**src/rtl/wash_pkg.sv**
```systemverilog
// Shared types and helpers for the wash cycle controller.
// Latency: n/a (declarations only).
// Backpressure: n/a.
package wash_pkg;

  // Sequencer states; IDLE must stay at 0 so a cleared register means idle.
  typedef enum logic [3:0] {
    S_IDLE      = 4'd0,
    S_FILL      = 4'd1,
    S_DETERGENT = 4'd2,
    S_LOAD      = 4'd3,
    S_WASH      = 4'd4,
    S_DRAIN     = 4'd5,
    S_SPIN      = 4'd6,
    S_DONE      = 4'd7,
    S_ERROR     = 4'd8
  } wash_state_e;

  // Default fill/drain watchdog limit in cycles.
  localparam int WDOG_TICKS_DEFAULT = 32;

  // Bits needed to hold a rinse count in 0..max_rinses.
  function automatic int rinse_w(input int max_rinses);
    return $clog2(max_rinses + 1);
  endfunction

endpackage

```
**src/rtl/wash_phase_timer.sv**
```systemverilog
// Loadable down-counter timing the WASH and SPIN phases; zero_o flags expiry.
// Latency: loaded value visible the cycle after load_i; counts down one per cycle and holds at 0.
// Backpressure: none; load_i always wins over the decrement.
module wash_phase_timer #(
  parameter int TIMER_W = 16
) (
  input  logic               clk_i,
  input  logic               rst_ni,
  input  logic               load_i,
  input  logic [TIMER_W-1:0] load_val_i,
  output logic               zero_o
);

  logic [TIMER_W-1:0] cnt_q, cnt_d;

  // Next count: load takes priority, otherwise decrement until 0.
  always_comb begin
    cnt_d = cnt_q;
    if (load_i) begin
      cnt_d = load_val_i;
    end else if (cnt_q != '0) begin
      cnt_d = cnt_q - TIMER_W'(1);
    end
  end

  // Count register, cleared asynchronously.
  always_ff @(posedge clk_i or negedge rst_ni) begin
    if (!rst_ni) cnt_q <= '0;
    else         cnt_q <= cnt_d;
  end

  assign zero_o = (cnt_q == '0);

endmodule

```
**src/rtl/wash_cycle_controller.sv**
```systemverilog
// Washing-machine sequencer: fill/detergent/load/wash/drain, N rinses, spin, done; abort; optional watchdog (WASH_WDOG_EN).
// Latency: inputs sampled at edge N change state after edge N; outputs are a Moore decode of registers.
// Backpressure: none; sensors are level-sampled only in the states that wait on them.
module wash_cycle_controller
  import wash_pkg::*;
#(
  parameter  int WASH_TICKS  = 8,
  parameter  int RINSE_TICKS = 4,
  parameter  int SPIN_TICKS  = 6,
  parameter  int MAX_RINSES  = 3,
  parameter  int TIMER_W     = 16,
  parameter  int WDOG_TICKS  = WDOG_TICKS_DEFAULT,
  localparam int RW          = rinse_w(MAX_RINSES)
) (
  input  logic          clk,
  input  logic          reset,
  input  logic          start,
  input  logic          door_close,
  input  logic          filled,
  input  logic          drained,
  input  logic          detergent_added,
  input  logic          clothes_loaded,
  input  logic          abort,
  input  logic [RW-1:0] rinse_sel,
  output logic          door_lock,
  output logic          motor_on,
  output logic          fill_valve_on,
  output logic          drain_valve_on,
  output logic          soap_wash,
  output logic          water_wash,
  output logic          done,
  output logic          error,
  output logic [RW-1:0] rinse_idx,
  output logic [3:0]    state
);

  wash_state_e        state_q, state_d;
  logic [RW-1:0]      rinse_tgt_q, rinse_tgt_d;
  logic [RW-1:0]      rinse_idx_q, rinse_idx_d;
  logic [RW-1:0]      idx_upd;
  logic               rinse_q, rinse_d;   // current pass is a rinse
  logic               abort_q, abort_d;   // drain in progress was forced by abort
  logic               soap_q, soap_d;     // soap phase finished in this run
  logic               tmr_load, tmr_zero;
  logic [TIMER_W-1:0] tmr_val;
  logic               wdog_hit;

`ifdef WASH_WDOG_EN
  localparam int WDOG_W = $clog2(WDOG_TICKS + 1);
  logic [WDOG_W-1:0] wdog_q, wdog_d;

  // Count cycles spent in FILL/DRAIN; restart whenever a state is entered.
  always_comb begin
    wdog_d = '0;
    if ((state_q == S_FILL || state_q == S_DRAIN) && state_d == state_q) begin
      wdog_d = wdog_q + WDOG_W'(1);
    end
  end

  // Watchdog counter register.
  always_ff @(posedge clk or negedge reset) begin
    if (!reset) wdog_q <= '0;
    else        wdog_q <= wdog_d;
  end

  assign wdog_hit = (state_q == S_FILL || state_q == S_DRAIN) &&
                    (wdog_q == WDOG_W'(WDOG_TICKS - 1));
`else
  assign wdog_hit = 1'b0;
`endif

  // Next-state and run bookkeeping; abort outranks sensors and timer, watchdog outranks sensors.
  always_comb begin
    state_d     = state_q;
    rinse_tgt_d = rinse_tgt_q;
    rinse_idx_d = rinse_idx_q;
    rinse_d     = rinse_q;
    abort_d     = abort_q;
    soap_d      = soap_q;
    idx_upd     = rinse_q ? rinse_idx_q + RW'(1) : rinse_idx_q;
    case (state_q)
      S_IDLE: begin
        if (start && door_close) begin
          state_d     = S_FILL;
          rinse_tgt_d = (rinse_sel > RW'(MAX_RINSES)) ? RW'(MAX_RINSES) : rinse_sel;
          rinse_idx_d = '0;
          rinse_d     = 1'b0;
        end
      end
      S_FILL: begin
        if (abort) begin
          state_d = S_DRAIN;
          abort_d = 1'b1;
        end else if (wdog_hit) begin
          state_d = S_ERROR;
        end else if (filled) begin
          state_d = rinse_q ? S_WASH : S_DETERGENT;
        end
      end
      S_DETERGENT: begin
        if (abort) begin
          state_d = S_DRAIN;
          abort_d = 1'b1;
        end else if (detergent_added) begin
          state_d = S_LOAD;
        end
      end
      S_LOAD: begin
        if (abort) begin
          state_d = S_DRAIN;
          abort_d = 1'b1;
        end else if (clothes_loaded) begin
          state_d = S_WASH;
        end
      end
      S_WASH: begin
        if (abort) begin
          state_d = S_DRAIN;
          abort_d = 1'b1;
        end else if (tmr_zero) begin
          state_d = S_DRAIN;
        end
      end
      S_DRAIN: begin
        if (wdog_hit) begin
          state_d = S_ERROR;
        end else if (drained) begin
          if (abort_q) begin
            state_d = S_IDLE;
            abort_d = 1'b0;
          end else begin
            rinse_idx_d = idx_upd;
            if (idx_upd < rinse_tgt_q) begin
              rinse_d = 1'b1;
              state_d = S_FILL;
            end else begin
              state_d = S_SPIN;
            end
          end
        end
      end
      S_SPIN:  if (tmr_zero) state_d = S_DONE;
      S_DONE:  state_d = S_IDLE;
      S_ERROR: state_d = S_ERROR;
      default: state_d = S_IDLE;
    endcase
    if (state_d == S_DRAIN) soap_d = 1'b1;
    if (state_d == S_IDLE)  soap_d = 1'b0;
  end

  // Load the phase timer with TICKS-1 on the edge entering WASH or SPIN.
  always_comb begin
    tmr_load = (state_d == S_WASH && state_q != S_WASH) ||
               (state_d == S_SPIN && state_q != S_SPIN);
    if (state_d == S_SPIN) tmr_val = TIMER_W'(SPIN_TICKS - 1);
    else if (rinse_q)      tmr_val = TIMER_W'(RINSE_TICKS - 1);
    else                   tmr_val = TIMER_W'(WASH_TICKS - 1);
  end

  wash_phase_timer #(
    .TIMER_W(TIMER_W)
  ) u_timer (
    .clk_i      (clk),
    .rst_ni     (reset),
    .load_i     (tmr_load),
    .load_val_i (tmr_val),
    .zero_o     (tmr_zero)
  );

  // State and run registers.
  always_ff @(posedge clk or negedge reset) begin
    if (!reset) begin
      state_q     <= S_IDLE;
      rinse_tgt_q <= '0;
      rinse_idx_q <= '0;
      rinse_q     <= 1'b0;
      abort_q     <= 1'b0;
      soap_q      <= 1'b0;
    end else begin
      state_q     <= state_d;
      rinse_tgt_q <= rinse_tgt_d;
      rinse_idx_q <= rinse_idx_d;
      rinse_q     <= rinse_d;
      abort_q     <= abort_d;
      soap_q      <= soap_d;
    end
  end

  // Moore output decode; ERROR drops every drive and the door lock.
  always_comb begin
    state          = state_q;
    rinse_idx      = rinse_idx_q;
    door_lock      = (state_q != S_IDLE) && (state_q != S_ERROR);
    motor_on       = (state_q == S_WASH) || (state_q == S_SPIN);
    fill_valve_on  = (state_q == S_FILL);
    drain_valve_on = (state_q == S_DRAIN) || (state_q == S_SPIN);
    done           = (state_q == S_DONE);
    soap_wash      = soap_q && (state_q != S_ERROR);
    water_wash     = rinse_q && (state_q != S_ERROR);
`ifdef WASH_WDOG_EN
    error          = (state_q == S_ERROR);
`else
    // No watchdog in this build: constant 0 (WDOG_TICKS is never negative).
    error          = (WDOG_TICKS < 0);
`endif
  end

endmodule

```
**config.mk**
```make
export PLATFORM = sky130hd
export DESIGN_NAME = wash_cycle_controller
export DESIGN_NICKNAME = d
export VERILOG_FILES = /design/src/rtl/wash_pkg.sv /design/src/rtl/wash_phase_timer.sv /design/src/rtl/wash_cycle_controller.sv
export SDC_FILE = /design/constraint.sdc
export NUM_CORES = 1
export LEC_CHECK = 0
export ABC_AREA = 1
export ABC_CLOCK_PERIOD_IN_PS = 6500
export BUFFER_PORTS_ARGS = -buffer_cell sky130_fd_sc_hd__buf_4
export CAP_MARGIN = 20
export CORE_MARGIN = 2
export CORE_UTILIZATION = 50
export DETAILED_ROUTE_END_ITERATION = 6
export GPL_ROUTABILITY_DRIVEN = 0
export GPL_TIMING_DRIVEN = 0
export PLACE_DENSITY = 0.71
export SKIP_CTS_REPAIR_TIMING = 1
export SYNTH_ARGS = -nofsm -noshare
export SYNTH_HDL_FRONTEND = slang
export SYNTH_SLANG_ARGS = --single-unit
export TNS_END_PERCENT = 5
```
**constraint.sdc**
```tcl
create_clock -name clk -period 6.5 [get_ports clk]
set_clock_uncertainty 0.1 [all_clocks]
set_input_delay 0.975 -clock clk [delete_from_list [all_inputs] [get_ports clk]]
set_output_delay 0.975 -clock clk [all_outputs]
set_load 0.05 [all_outputs]
```
==> qor.txt <==
WORST SETUP PATH
--------------------------------------------------------------------------------
Setup CP Type                                                       flip-flop to output pin
Path depth of the worst reg2reg path                                          12
Crit path from                                                          state[1]
Startpoint of the worst-slack reg-to-reg timing path                     rinse_q
Req. time, crit path                                                     5.42 ns
Kind of launch point of the worst setup path                           flip-flop
Crit-path max FO                                                               8
Worst path arrival time                                                  1.78 ns
Flop2flop setup slack                                                    4.23 ns
Worst reg2reg path endpoint                                         u_timer.cnt_q[11]
Worst Setup End Kind                                                  output pin

TIMING
--------------------------------------------------------------------------------
Tcrit/Tclk final                                                           44.0%
RSZ-0062 raised after global routing                                          no
Number of max-slew violations in the final report                              0
Final count of negative-setup-slack endpoints                                  0
Slack of the critical path                                               3.64 ns
Total Negative Setup Slacks                                                 0 ns
Tmin final                                                               2.86 ns
Peak clock frequency supported by timing                                 350 MHz
Final Hold Vio Count                                                           0

LAYOUT
--------------------------------------------------------------------------------
Fraction of final layout cells with drive strength greater than 1          22.5%
Filler instances                                                             363
Final layout net count                                                       290
Utilization after layout                                                   58.9%
Highest-count cells in the layout ignoring fill and taps            nand2_1 (50), nor2_1 (37), inv_1 (32)
Commonest non-fill, non-tap cell in the layout                           nand2_1
Number of antenna cells inserted                                               0
P&R area growth vs syn                                                     15.0%

YOSYS
--------------------------------------------------------------------------------
Post-synthesis register bit count                                             27
Part of the Yosys area used for sequential elements                        36.3%
Total nets after synthesis                                                   262
Compound-Gate Fraction of Synth Area                                       4.97%
XOR/XNOR share of the synthesized area                                     6.12%
Unique cell type count in the Yosys netlist                                   31
Main combinational cell family by area after synthesis              simple AND/OR/NAND/NOR gates
Post-synth EDFFs                                                               0
Count of mapped cells out of synthesis                                       248
Warnings from Yosys                                                            0
Post-synthesis instance area                                            1860 µm²
Adder and majority gate portion of the synthesized area                    2.02%
Portion of netlist area occupied by mux cells                                 0%
Simple-gate share of the synthesized area                                  41.5%
Primary flip-flop cell chosen by synthesis mapping                       dfrtp_1
Fraction of registers with async set/reset                                  100%
Avg Cell Area, Syn                                                      7.51 µm²

FLOORPLANNING
--------------------------------------------------------------------------------
Initial Util                                                               51.2%
Die extent in x                                                          65.0 µm
Height of the chip                                                       65.0 µm
I/O pin cnt                                                                   25
Core Area                                                               3630 µm²
DIE AREA                                                                4230 µm²
Number of standard-cell rows in the floorplan                                 22

ROUTING
--------------------------------------------------------------------------------
Wire length reported by the detailed router                              3.83 mm
First drt pass iteration count                                                 4
Vias post-DR                                                               1,635
Drt initial violations                                                        75
Routed length per instance                                               11.9 µm
Post-DR vias/cell                                                           5.06
Count of unresolved DRC violations after routing                               0
Number of nets with antenna violations after detailed routing                  0

RUN STATUS
--------------------------------------------------------------------------------
Run status                                                             completed

POWER
--------------------------------------------------------------------------------
Worst voltage drop across the vdd grid                                0.000285 V
P_leak                                                                   1.12 nW
Cell Pwr Density                                                      551 nW/µm²

CTS
--------------------------------------------------------------------------------
CTS buffer count                                                               3
Sink Count                                                                    27
Deepest level of the CTS H-tree                                                1
CTS Root Cell                                                           clkbuf_8
CTS clk-pin slew, worst paths                                            0.09 ns
TritonCTS clock tree                                                       built
Maximum number of buffers from clock root to sink                              2
Clock latency reported for the late side of the worst-skew pair          0.28 ns

GRT
--------------------------------------------------------------------------------
Global-route wire length before repair                                   6.74 mm
Total track usage                                                          20.4%
Via count of the first global-routing pass                                 1,630
Global route total overflow                                                    0
Antenna violations before repair                                               0
Maximum number of pins on one net before global-route repair                  28

PLACEMENT
--------------------------------------------------------------------------------
HPWL Detailed                                                            3.02 mm
Port Buf Inserts                                                              23
Pre-CTS setup slack                                                      3.93 ns

HOLD PATH
--------------------------------------------------------------------------------
End point of the worst hold path                                          soap_q
Worst Hold Launch                                                         soap_q
Classification of the worst-slack hold path                         flip-flop to flip-flop
Worst Hold Depth                                                               2

JOB
--------------------------------------------------------------------------------
Maximum capacitance violations                                                 0

layer usage:
metal / vias to the layer above / wire length (µm) / global-route usage (%)
met5: - / 0 / 0
met4: 0 / 55 / 7.55
met3: 6 / 140 / 3.47
met2: 32 / 2000 / 38.1
met1: 754 / 1640 / 23.2
li1: 843 / - / -
metrics by stage:
step	power, mW	std cells	hold slack [ns]	area [µm²]
final	1.18	323	0.397	2140
after global routing	1.30	323	0.440	2140
after CTS	1.19	323	0.403	2140
after detailed placement	1.09	319	0.379	2090
after global placement	1.08	319	0.366	2090
after floorplan	0.921	248	0.349	1860
synthesized netlist by cell type (2+ instances only):
library cell | n | share of area, %
a21oi_1 | 2 | 0.54
dfrtp_1 | 27 | 36
ha_1 | 3 | 2.0
inv_1 | 32 | 6.5
inv_2 | 5 | 1.0
nand2_1 | 50 | 10
nand2_4 | 4 | 2.4
nand3_1 | 15 | 4.0
nand3_2 | 3 | 1.6
nand4_1 | 9 | 3.0
nor2_1 | 37 | 7.5
nor2_2 | 10 | 3.4
nor2_4 | 6 | 3.6
nor3_1 | 7 | 1.9
o21ai_0 | 11 | 3.0
xnor2_1 | 4 | 1.9
xor2_1 | 9 | 4.2
power breakdown:
group	total [mW]	switching, mW	internal [mW]
registers	0.315	0.0718	0.243
logic	0.769	0.511	0.258
clock network	0.0968	0.0537	0.0430
final cells by class:
cell class	instances	area (µm²)	area share, %
inverters	37	139	6.49
multi-input cells	182	1020	47.6
clock buffers	3	41.3	1.93
plain buffers	2	27.5	1.29
repair buffers	23	173	8.07
clock inverters	1	5.00	0.234
flip-flops and latches	27	676	31.6
well taps	48	60.1	2.81
cells by family after synthesis:
| family | Yosys count |
|---|---|
| simple gates | 148 |
| compound gates | 17 |
| buf+inv | 39 |
| fa+ha+maj | 3 |
| flops | 27 |
| xor+xnor | 13 |
| other cells | 1 |
state kept, by name, summed over array words and instances (netlist names):
signal         count
rinse_q            1
abort_q            1
rinse_idx          2
soap_q             1
u_timer.cnt_q     16
rinse_tgt_q        2
state              4
worst max-delay path, stage by stage (launching register included):
cell	delay, ns
dfrtp_1	0.49
nor2_1	0.31
nand2_1	0.12
nor2_1	0.30
nor2_1	0.09
buf_4	0.20
worst max-delay path by stage:
stage	cells past startpoint	endpoint
floorplan	4	soap_wash
global placement	5	soap_wash
detailed placement	5	soap_wash
CTS	5	soap_wash
global route	5	soap_wash
finish	5	soap_wash
Note: power is estimated with default switching activity, not from simulation.
